==> src/rtl/pw_dcache_arbiter_pkg.sv <==
// Shared types and sizing for the MMU page-walker D-cache port.
// Holds the cache request/response payloads and the issue-port arbiter state encoding.
package pw_dcache_arbiter_pkg;

    localparam int unsigned COMMON_NUM_OF_PW = 2;
    localparam int unsigned NUM_OF_LD_EXE    = 2;
    localparam int unsigned PW_ID_W          = 3;
    localparam int unsigned PADDR_W          = 32;
    localparam int unsigned DATA_W           = 64;

    typedef struct packed {
        logic               valid;
        logic [PW_ID_W-1:0] id;
        logic [PADDR_W-1:0] addr;
    } cache_req_t;

    typedef struct packed {
        logic               valid;
        logic [PW_ID_W-1:0] id;
        logic [DATA_W-1:0]  data;
    } cache_res_t;

    typedef enum logic [1:0] {
        IDLE  = 2'd0,
        HOLD  = 2'd1,
        DRAIN = 2'd2
    } pw_arb_state_e;

endpackage

==> src/rtl/pw_dcache_arbiter_rr_arbiter.sv <==
// N-way round-robin arbiter: the first requester at or above ptr wins, otherwise it wraps to index 0.
// The grant is one-hot and purely combinational.
module rr_arbiter #(
    parameter  int unsigned N     = 2,
    localparam int unsigned PTR_W = (N > 1) ? $clog2(N) : 1
) (
    input  logic [N-1:0]     req,
    input  logic [PTR_W-1:0] ptr,
    output logic [N-1:0]     grant
);

    always_comb begin
        logic found;
        grant = '0;
        found = 1'b0;
        // First pass covers ptr..N-1, second pass wraps to 0..ptr-1.
        for (int unsigned i = 0; i < N; i++) begin
            if (!found && req[i] && (PTR_W'(i) >= ptr)) begin
                grant[i] = 1'b1;
                found    = 1'b1;
            end
        end
        for (int unsigned i = 0; i < N; i++) begin
            if (!found && req[i]) begin
                grant[i] = 1'b1;
                found    = 1'b1;
            end
        end
    end

endmodule

==> src/rtl/pw_dcache_arbiter.sv <==
// Shares the D-cache page-walker issue port among the MMU walkers through a one-entry issue register.
// Responses are routed back by id; the arbiter drains in-flight loads when the TLB is flushed.
module pw_dcache_arbiter
    import pw_dcache_arbiter_pkg::*;
#(
    parameter  int unsigned NUM_OF_PW  = COMMON_NUM_OF_PW,
    parameter  int unsigned NUM_OF_RES = NUM_OF_LD_EXE,
    localparam int unsigned PTR_W      = (NUM_OF_PW > 1) ? $clog2(NUM_OF_PW) : 1
) (
    input  logic                 clock,
    input  logic                 reset,
    input  cache_req_t           pw_req [NUM_OF_PW],
    output logic [NUM_OF_PW-1:0] pw_ready,
    output cache_req_t           req_to_dcache,
    input  logic                 dcache_noroom,
    input  cache_res_t           res_from_dcache [NUM_OF_RES],
    output cache_res_t           pw_res [NUM_OF_PW],
    input  logic                 flush_tlb,
    output logic                 busy
);

    pw_arb_state_e        state_q, state_d;
    cache_req_t           issue_q, issue_d;
    logic [NUM_OF_PW-1:0] os_q, os_d, os_set, os_clr;
    logic [NUM_OF_PW-1:0] held, eligible, grant, routed;
    logic [PTR_W-1:0]     ptr_q, ptr_d;
    logic                 accept, can_grant, fwd_ok;

    // Per-walker bookkeeping; the walker sitting in the issue register is already in flight.
    always_comb begin
        held     = '0;
        os_set   = '0;
        os_clr   = '0;
        eligible = '0;
        accept   = issue_q.valid && !dcache_noroom;
        for (int unsigned i = 0; i < NUM_OF_PW; i++) begin
            held[i]   = issue_q.valid && (issue_q.id == PW_ID_W'(i));
            os_set[i] = accept && held[i];
            for (int unsigned k = 0; k < NUM_OF_RES; k++) begin
                if (res_from_dcache[k].valid && (res_from_dcache[k].id == PW_ID_W'(i))) begin
                    os_clr[i] = 1'b1;
                end
            end
            eligible[i] = pw_req[i].valid && !os_q[i] && !held[i] && (state_q != DRAIN);
        end
        os_d = (os_q & ~os_clr) | os_set;
    end

    rr_arbiter #(
        .N (NUM_OF_PW)
    ) u_rr (
        .req   (eligible),
        .ptr   (ptr_q),
        .grant (grant)
    );

    assign can_grant = !flush_tlb && ((state_q == IDLE) || ((state_q == HOLD) && accept));
    assign pw_ready  = (can_grant && reset) ? grant : '0;

    // Next-state: load a granted request, retire an accepted one, or react to a flush.
    always_comb begin
        state_d = state_q;
        issue_d = issue_q;
        ptr_d   = ptr_q;
        case (state_q)
            IDLE: begin
                if (|pw_ready) state_d = HOLD;
            end
            HOLD: begin
                if (accept) begin
                    issue_d = '0;
                    state_d = (|pw_ready) ? HOLD : IDLE;
                end
            end
            DRAIN: begin
                if (os_d == '0) state_d = IDLE;
            end
            default: state_d = IDLE;
        endcase
        for (int unsigned i = 0; i < NUM_OF_PW; i++) begin
            if (pw_ready[i]) begin
                issue_d    = pw_req[i];
                issue_d.id = PW_ID_W'(i);
                ptr_d      = (i == NUM_OF_PW - 1) ? '0 : PTR_W'(i + 1);
            end
        end
        if (flush_tlb && (state_q != DRAIN)) begin
            issue_d = '0;
            state_d = (os_d != '0) ? DRAIN : IDLE;
        end
    end

    always_ff @(posedge clock or negedge reset) begin
        if (!reset) begin
            state_q <= IDLE;
            issue_q <= '0;
            os_q    <= '0;
            ptr_q   <= '0;
        end else begin
            state_q <= state_d;
            issue_q <= issue_d;
            os_q    <= os_d;
            ptr_q   <= ptr_d;
        end
    end

    assign fwd_ok = !flush_tlb && (state_q != DRAIN);

    // Same-cycle response routing; the lowest matching lane wins.
    always_comb begin
        routed = '0;
        for (int unsigned i = 0; i < NUM_OF_PW; i++) begin
            pw_res[i] = '0;
            for (int unsigned k = 0; k < NUM_OF_RES; k++) begin
                if (!routed[i] && fwd_ok && os_q[i] && res_from_dcache[k].valid &&
                    (res_from_dcache[k].id == PW_ID_W'(i))) begin
                    pw_res[i] = res_from_dcache[k];
                    routed[i] = 1'b1;
                end
            end
        end
    end

    assign req_to_dcache = issue_q;
    assign busy          = issue_q.valid || (|os_q) || (state_q == DRAIN);

endmodule

==> config.mk <==
export PLATFORM = sky130hd
export DESIGN_NAME = pw_dcache_arbiter
export DESIGN_NICKNAME = d
export VERILOG_FILES = /design/src/rtl/pw_dcache_arbiter_pkg.sv /design/src/rtl/pw_dcache_arbiter_rr_arbiter.sv /design/src/rtl/pw_dcache_arbiter.sv
export SDC_FILE = /design/constraint.sdc
export NUM_CORES = 1
export LEC_CHECK = 0
export CELL_PAD_IN_SITES_DETAIL_PLACEMENT = 1
export CELL_PAD_IN_SITES_GLOBAL_PLACEMENT = 2
export CORE_AREA = 5 5 148 150
export DETAILED_ROUTE_END_ITERATION = 8
export DIE_AREA = 0 0 153 155
export DONT_BUFFER_PORTS = 1
export HOLD_SLACK_MARGIN = 0.08
export PLACE_DENSITY = 0.47
export SETUP_SLACK_MARGIN = 0.4
export SYNTH_ARGS = -nofsm -noshare
export SYNTH_HDL_FRONTEND = slang
export SYNTH_SLANG_ARGS = --single-unit
==> constraint.sdc <==
create_clock -name clock -period 2.6 [get_ports clock]
set_clock_uncertainty 0.15 [all_clocks]
set_input_delay 0.52 -clock clock [delete_from_list [all_inputs] [get_ports clock]]
set_output_delay 0.52 -clock clock [all_outputs]
set_load 0.005 [all_outputs]
==> impl_metrics.ini <==
[detailed_routing]
ant_nets = 0
drtPass1Iterations = 4
wire_per_inst_um = 30.0
first_iter_violations = 133
routed_wl_mm = 19.2
avgViaCountPerCell = 5.35
num_vias = 3432
drc_errors = 0

[logic_synthesis]
synth.most_common_cell = a22o_1
synth_commonest_cells = a22o_1 (129), dfrtp_1 (39), nand2_1 (37)
yosysTopAreaCellShare_pct = 33.9
yosysWarnings = 0
synth_cells = 359
avgSynthCellArea_sq_um = 9.27
yosysTopAreaCell = a22o_1
yosys_register_bits = 39
synth_cell_type_count = 39
ys_seq_area_share_pct = 29.3
syn_area_sq_mm = 0.00333
ys.flop_type = dfrtp_1
synth.area.top_cells = a22o_1 (34%), dfrtp_1 (29%), a22oi_2 (11%)
async_reset_ff_share_pct = 100
synth_enable_flop_cells = 0

[power_and_ir_drop]
peakVddDrop_mv = 0.453
switchingPower_uw = 909
seqPwrFrac_pct = 40.5
p_leak_nw = 1.65
switching_share_pct = 37.7
combPwrFrac_pct = 35.8
power_density_mw_per_mm2 = 552
clock_power_share_pct = 23.8
internal_power_mw = 1.51

[critical_path]
cp.required_ns = 1.93
critPathKind = flip-flop to output port
crit_path_max_fanout = 17
start_kind = flip-flop
crit_path_end_kind = output port
worstPathArrival_ns = 1.80

[timing]
finalCritPeriodShare_pct = 95.1
setup_slack_ns = 0.126
setup_viol = 0
rsz0062_at_grt = true
hold_viol_final = 0
timing.hold.ws_ns = 0.222
fin_crit_ns = 2.47
fmax_mhz = 404
drv_slew = 0
finalSetupTns_ns = 0

[global_routing]
grt_pass1_wl_mm = 25.4
gr-total-overflow = 0
antenna_found_initial = 1
first_global_vias = 3564
grt_use_total_pct = 13.8
grt_max_degree = 67

[placement]
portBuffers = 0
place_worst_setup_slack_ns = 0.115
gp_congestion = 0.935
dp.cells = 605
dp_hpwl_mm = 12.8

[clocking]
clkTransAtPathRegs_ns = 0.06
cts_made_buffers = 5
cts_tree = built
h-tree-depth = 2
cts.path.max_buffers = 2
clkLatencyLatePin_ns = 0.28
root_buffer = clkbuf_16
cts_sinks = 39

[die]
die_w_um = 153
die_height_um = 155
die_area_sq_mm = 0.0237
io_pins = 387
core_area_sq_mm = 0.0206
start_util_pct = 16.2
num_rows = 53

[run_status]
status = completed

[cells_and_area]
nNetsFinal = 578
area.growth.synth_to_final_pct = 31.4
layout.cells.non_filler = 641
layout-drive-gt1-share_pct = 29.3
fin_util_pct = 21.3

[worst_hold_path]
hold_class = input port to flip-flop

[flow_run]
cap_violations = 0
==> metrics by stage <==
step	power (mW)	instance area, sq um
after floorplan	1.46	3550
final	2.41	4370
after global placement	1.68	3650
after global routing	2.58	4370
after detailed placement	1.69	3650
after CTS	2.43	4190
==> worst paths after layout <==
| kind | slack [ns] | end | startpoint | cells after the start |
|---|---|---|---|---|
| max | 0.13 | pw_res[128] | state_q[1] | 7 |
| min | 0.22 | req_to_dcache[31] | pw_req[31] | 2 |
| max reg2reg | 0.39 | req_to_dcache[7] | req_to_dcache[35] | 9 |
| min reg2reg | 0.40 | req_to_dcache[31] | req_to_dcache[31] | 2 |
| max in group asynchronous | 1.52 | state_q[0] | reset | 2 |
| min in group asynchronous | 0.55 | req_to_dcache[3] | reset | 2 |
==> power by group through the flow <==
| stage | Combinational [mW] | Sequential, mW | Clock [mW] |
|---|---|---|---|
| floorplan | 0.521 | 0.934 | 0 |
| global placement | 0.690 | 0.985 | 0 |
| detailed placement | 0.715 | 0.979 | 0 |
| CTS | 0.852 | 0.982 | 0.597 |
| global route | 0.955 | 1.01 | 0.619 |
| finish | 0.863 | 0.977 | 0.574 |
==> placed cells by master, fill, tap and decap left out, types with 2 or more instances in the layout <==
| cell type | instances |
|---|---|
| dfrtp_1 | 38 |
| nor3b_4 | 2 |
| o21ai_0 | 4 |
| or2_2 | 3 |
| conb_1 | 7 |
| a22o_1 | 122 |
| buf_12 | 10 |
| nand3_1 | 2 |
| buf_16 | 6 |
| o21ai_1 | 29 |
| o21ai_2 | 2 |
| o2111a_2 | 4 |
| nor3_2 | 2 |
| a22oi_2 | 29 |
| buf_4 | 14 |
| buf_6 | 5 |
| inv_1 | 2 |
| nand2_1 | 36 |
| clkbuf_16 | 9 |
| and3_2 | 2 |
| nor2_1 | 3 |
| a22oi_1 | 3 |
| a22o_4 | 7 |
==> area by class of cell <==
class / instances / area, sq um
fill: 2364 / 16200
multi-input combinational: 278 / 2270
sequential: 39 / 977
timing repair buffer: 40 / 637
tap: 275 / 344
clock buffer: 6 / 129
inverter: 2 / 7.51
antenna: 1 / 2.50
==> cell families after synthesis <==
kind of cell	Yosys count	share of synthesized area [%]
other	1	0.113
flip-flops	39	29.3
AO/OA/AOI/OAI	208	53.8
buffers and inverters	51	8.20
AND/OR/NAND/NOR	60	8.53
==> timing repair <==
action	CTS	global route
cloned	8	8
hold buffers	2	0
pin swaps	6	25
resized for setup	17	14
setup buffers	9	2
endpoints found under the hold margin	39	0
endpoints found under the setup margin	166	161
==> state kept, by name (all words and copies together), names as in the netlist <==
| name | cells |
|---|---|
| ptr_q | 1 |
| req_to_dcache | 34 |
| os_q | 2 |
| state_q | 2 |
==> critical path: stages (launching register included) <==
cell and delay, ns:
dfrtp_1 0.37, nor2b_4 0.15, nor3_2 0.18, nor3b_4 0.24, buf_6 0.15, buf_12 0.09, buf_12 0.14, a22o_1 0.19
==> metal layers <==
metal / vias to the layer above / global-route usage, % / part of all wire (%)
met5: - / 0 / 0
met4: 0 / 3.39 / 2.8
met3: 28 / 4.59 / 9.1
met2: 235 / 26.2 / 52
met1: 1725 / 14.9 / 36
li1: 1444 / - / -
(Power assumes the default switching activity.)
